==> config.mk <==
export PLATFORM = sky130hd
export DESIGN_NAME = traffic_light_controller
export DESIGN_NICKNAME = d
export VERILOG_FILES = /design/src/rtl/traffic_light_controller.sv
export SDC_FILE = /design/constraint.sdc
export NUM_CORES = 1
export LEC_CHECK = 0
export CAP_MARGIN = 20
export CORE_ASPECT_RATIO = 1.2
export CORE_MARGIN = 8
export CORE_UTILIZATION = 47
export DETAILED_ROUTE_END_ITERATION = 7
export GPL_TIMING_DRIVEN = 0
export PLACE_DENSITY_LB_ADDON = 0.15
export RECOVER_POWER = 100
export SYNTH_ARGS = -nofsm -noshare
export SYNTH_HDL_FRONTEND = slang
export SYNTH_SLANG_ARGS = --single-unit
==> constraint.sdc <==
create_clock -name clk -period 2.27 [get_ports clk]
set_input_delay 0.5675 -clock clk [delete_from_list [all_inputs] [get_ports clk]]
set_output_delay 0.5675 -clock clk [all_outputs]
set_load 0.02 [all_outputs]
==> src/rtl/traffic_light_controller.sv <==
// Two-road intersection sequencer with tick-timed phases and optional pedestrian walk phase.
// Define TRAFFIC_PED_EN to build in the PED_WALK state, request latch and ack.
module traffic_light_controller #(
    parameter int unsigned GREEN_NS = 10,
    parameter int unsigned GREEN_EW = 10,
    parameter int unsigned YELLOW   = 3,
    parameter int unsigned ALL_RED  = 1,
    parameter int unsigned WALK     = 5
) (
    input  logic       clk,
    input  logic       rst,
    input  logic       tick,
    input  logic       ped_req,
    output logic       ped_ack,
    output logic [2:0] ns_light,
    output logic [2:0] ew_light,
    output logic       walk,
    output logic [7:0] remaining
);

    typedef enum logic [2:0] {
        StNsGreen,
        StNsYellow,
        StRedA,
        StEwGreen,
        StEwYellow,
        StRedB,
        StPedWalk
    } state_e;

    state_e     state_q, state_d;
    logic [7:0] cnt_d;

    function automatic logic [7:0] load_val(input state_e st);
        case (st)
            StNsGreen:            load_val = 8'(GREEN_NS - 1);
            StEwGreen:            load_val = 8'(GREEN_EW - 1);
            StNsYellow,
            StEwYellow:           load_val = 8'(YELLOW - 1);
            StPedWalk:            load_val = 8'(WALK - 1);
            default:              load_val = 8'(ALL_RED - 1);
        endcase
    endfunction

    // Lamp encoding is {red, yellow, green}.
    function automatic logic [2:0] ns_of(input state_e st);
        case (st)
            StNsGreen:  ns_of = 3'b001;
            StNsYellow: ns_of = 3'b010;
            default:    ns_of = 3'b100;
        endcase
    endfunction

    function automatic logic [2:0] ew_of(input state_e st);
        case (st)
            StEwGreen:  ew_of = 3'b001;
            StEwYellow: ew_of = 3'b010;
            default:    ew_of = 3'b100;
        endcase
    endfunction

`ifdef TRAFFIC_PED_EN
    logic ped_latch_q, ped_latch_d;
    logic next_dir_q, next_dir_d;  // 1: EW green follows the walk, 0: NS green
    logic ped_ack_d;
`else
    logic unused_ped_req;
    assign unused_ped_req = ped_req;
`endif

    always_comb begin
        state_d = state_q;
        cnt_d   = remaining;
`ifdef TRAFFIC_PED_EN
        ped_latch_d = ped_latch_q;
        next_dir_d  = next_dir_q;
        ped_ack_d   = 1'b0;
        if (ped_req && !ped_latch_q) begin
            ped_latch_d = 1'b1;
            ped_ack_d   = 1'b1;
        end
`endif
        if (tick) begin
            if (remaining != 8'd0) begin
                cnt_d = remaining - 8'd1;
            end else begin
                case (state_q)
                    StNsGreen:  state_d = StNsYellow;
                    StNsYellow: state_d = StRedA;
                    StRedA:     state_d = StEwGreen;
                    StEwGreen:  state_d = StEwYellow;
                    StEwYellow: state_d = StRedB;
                    StRedB:     state_d = StNsGreen;
`ifdef TRAFFIC_PED_EN
                    default:    state_d = next_dir_q ? StEwGreen : StNsGreen;
`else
                    default:    state_d = StNsGreen;
`endif
                endcase
`ifdef TRAFFIC_PED_EN
                // Service uses the latch as held before this edge; a same-cycle
                // request is latched above and waits for the next all-red.
                if (state_q == StRedA || state_q == StRedB) begin
                    next_dir_d = (state_q == StRedA);
                    if (ped_latch_q) begin
                        state_d     = StPedWalk;
                        ped_latch_d = 1'b0;
                    end
                end
`endif
                cnt_d = load_val(state_d);
            end
        end
    end

    always_ff @(posedge clk) begin
        if (!rst) begin
            state_q   <= StNsGreen;
            remaining <= 8'(GREEN_NS - 1);
            ns_light  <= 3'b001;
            ew_light  <= 3'b100;
            walk      <= 1'b0;
            ped_ack   <= 1'b0;
`ifdef TRAFFIC_PED_EN
            ped_latch_q <= 1'b0;
            next_dir_q  <= 1'b1;
`endif
        end else begin
            state_q   <= state_d;
            remaining <= cnt_d;
            ns_light  <= ns_of(state_d);
            ew_light  <= ew_of(state_d);
`ifdef TRAFFIC_PED_EN
            walk        <= (state_d == StPedWalk);
            ped_ack     <= ped_ack_d;
            ped_latch_q <= ped_latch_d;
            next_dir_q  <= next_dir_d;
`else
            walk        <= 1'b0;
            ped_ack     <= 1'b0;
`endif
        end
    end

endmodule

==> impl_metrics.csv <==
group,metric,value,unit
synthesis,yosys_most_used_dff,"dfxtp_1",
floorplan,pin_count,20,
synthesis,synth_edf_count,0,
cts,clockBufferDepth,2,
synthesis,synthTopCellsByCount,"17 x dfxtp_1, 10 x nand2_1, 9 x nor2_1",
critical_path,rr_startpoint,"remaining[2]",
critical_path,cp_slowest_stage_delay,0.71,ns
critical_path,worstPathMaxFanout,6,
critical_path,crit_end,"remaining[6]",
critical_path,cp_slowest_cell,"dlygate4sd3_1",
pwr,p_leak,0.419,nW
cts,cts_tree,"built",
detailed_routing,num_vias,752,
place,routabilityCongestion,0.722,
cts,htreeDepth,1,
critical_path,path_depth,1,
cts,cts-root-buf,"clkbuf_4",
cts,postCtsHoldBufs,0,
cts,postCtsSetupBuffers,0,
global_route,grtUsageTotal,0.110,
hold_path,holdCritStartpoint,"remaining[7]",
floorplan,coreArea,1770,um2
sta,skew,0.00265,ns
synthesis,netlist_top_cells_area,"dfxtp_1 40%, o21ai_0 4.7%, nand2_1 4.4%, nor2_1 4.0%, ha_1 3.0%",
pwr,power_density,516,nW/um2
layout,nets,126,
detailed_routing,ant_nets,0,
critical_path,critical_path_arrival,1.45,ns
layout,syn_to_final_growth,23.6,%
detailed_routing,viasPerCell,5.45,
layout,antenna-diode-count,0,
synthesis,syn_area,847,um2
pwr,power,0.000540,W
global_route,grt_start_max_net_pins,11,
floorplan,initial_utilization,0.480,
sta,finalSetupViolCount,0,
synthesis,yosys.area.top_type,"dfxtp_1",
critical_path,path_class,"reg -> out",
global_route,overflow,0,
layout,drive_gt1_frac,0.0924,
outcome,status,"completed",
sta,finalMaxSlewViolations,0,
detailed_routing,drcViolationCount,0,
sta,max_slew_margin,0.672,
synthesis,avgSynthCellArea,8.56,um2
place,dp_hpwl,1280,um
floorplan,die_x,54.8,um
cts,path_clk_slew,0.09,ns
floorplan,die-area,3420,um2
critical_path,cp-end-kind,"output pin",
floorplan,die_h,62.5,um
sta,max_freq,496,MHz
synthesis,synth_seq_cells,17,
synthesis,synth_most_common_cell,"dfxtp_1",
cts,ctsResizeCount,0,
synthesis,yosys.area.top_type_share,0.402,
pwr,ir_worst_vdd,321,uV
sta,rsz0062_at_grt,"false",
critical_path,rrSetupSlack,0.36,ns
detailed_routing,first_pass_iters,4,
synthesis,synthCells,99,
hold_path,hold_class,"reg -> reg",
global_route,antenna_found_initial,0,
critical_path,reg2reg_depth,4,
detailed_routing,routedWlPerCell,12.7,um
cts,cts.sink_count,17,
cts,insertion_delay,0.29,ns
synthesis,yosysSeqAreaShare,0.402,
critical_path,r2r-end,"remaining[0]",
critical_path,path_delay_family,"buffers and inverters",
synthesis,async_reset_ff_frac,0,
cts,cts_buffers,3,
synthesis,yosysUniqueCellTypes,41,
sta,final.setup.tns,0,ns
sta,fin_crit_sh,0.889,
flow_run,maxCapViolCount,0,
detailed_routing,drtIter0Drc,12,
place,io_buffers,15,
synthesis,ys_warn_count,0,
critical_path,cp.required,1.70,ns
floorplan,fp-row-count,17,
detailed_routing,wirelength,1750,um
critical_path,critPathLaunchType,"flop",
sta,finalHoldViolations,0,
sta,fin_crit,2.02,ns
critical_path,cp_num_buf_inv,1,
global_route,grt_pass1_wl,2900,um
critical_path,cp-startpoint,"remaining[6]",
sta,worstMarginPinSlew,0.485,ns
critical_path,crit_chain,"dlygate4sd3_1",
global_route,grt_pass1_vias,662,
where the power goes:
group          total (W)  switching [W]  internal, W
logic          0.0000690      0.0000396    0.0000294
clock network   0.000160      0.0000916    0.0000683
registers       0.000312     0.00000689     0.000305
total           0.000540       0.000138     0.000402
stage by stage:
step	instances	setup WS, ns	hold WS (ns)	utilization	cell area (um2)
detailed placement	134	0.390	0.506	0.580	1020
global route	138	0.180	0.575	0.593	1050
finish	138	0.252	0.528	0.593	1050
floorplan	100	0.518	0.535	-	851
global placement	134	0.381	0.514	0.580	1020
CTS	138	0.292	0.523	0.595	1050
routing by layer:
| layer | up-vias | share of wire | GRT usage |
|---|---|---|---|
| met5 | - | 0 | 0 |
| met4 | 0 | 0.023 | 0.0648 |
| met3 | 5 | 0.073 | 0.0405 |
| met2 | 22 | 0.46 | 0.162 |
| met1 | 345 | 0.45 | 0.128 |
| li1 | 380 | - | - |
how the worst min path moves through the flow:
stage	end	slack (ns)	depth (start not counted)
after floorplan	state_q[1]	0.53	2
after global routing	remaining[7]	0.58	2
final	remaining[7]	0.53	2
after global placement	remaining[7]	0.51	2
after detailed placement	remaining[7]	0.51	2
after CTS	remaining[7]	0.52	2
state kept, by name (all words and copies together) (netlist names):
register and flops:
ew_light 3, ns_light 3, state_q 3, remaining 8
logic make-up after synthesis:
family / Yosys count / synth area share
AO/OA/AOI/OAI: 20 / 0.149
buffers and inverters: 11 / 0.0635
other: 1 / 0.00443
multiplexers: 3 / 0.0384
adder cells (fa/ha/maj): 2 / 0.0295
AND/OR/NAND/NOR: 43 / 0.292
flip-flops: 17 / 0.402
XOR/XNOR: 2 / 0.0207
layout by cell type (no fill, tap or decap), drive strengths merged:
master	synthesis	routed
dfxtp	17	17
nor4bb	1	1
o21ai	8	8
and3b	1	1
o31a	1	1
clkbuf	4	8
nand4	1	1
nand3	2	2
nor3	4	4
or4	2	2
mux2i	1	1
ha	2	2
dlygate4sd3	0	14
clkdlybuf4s50	0	1
inv	3	3
and2	1	1
xnor2	1	1
a21boi	2	2
o31ai	1	1
mux2	2	2
a211oi	2	2
a21o	1	1
nor2	9	9
nor2b	2	2
nor4	1	1
and2b	1	1
or4b	1	1
nand2	10	10
conb	1	2
or2	1	1
o211ai	1	1
xor2	1	1
and3	2	2
o21a	2	2
a21oi	2	2
nand2b	2	2
nand4b	1	1
or3b	1	1
buf	4	4
cell type report:
type | count | area [um2]
Clock buffer | 4 | 26.3
Timing Repair Buffer | 15 | 150
Buffer | 8 | 42.5
Inverter | 3 | 11.3
Fill cell | 160 | 718
Tap cell | 19 | 23.8
Multi-Input combinational cell | 72 | 453
Sequential cell | 17 | 340
(Power assumes the default switching activity.)
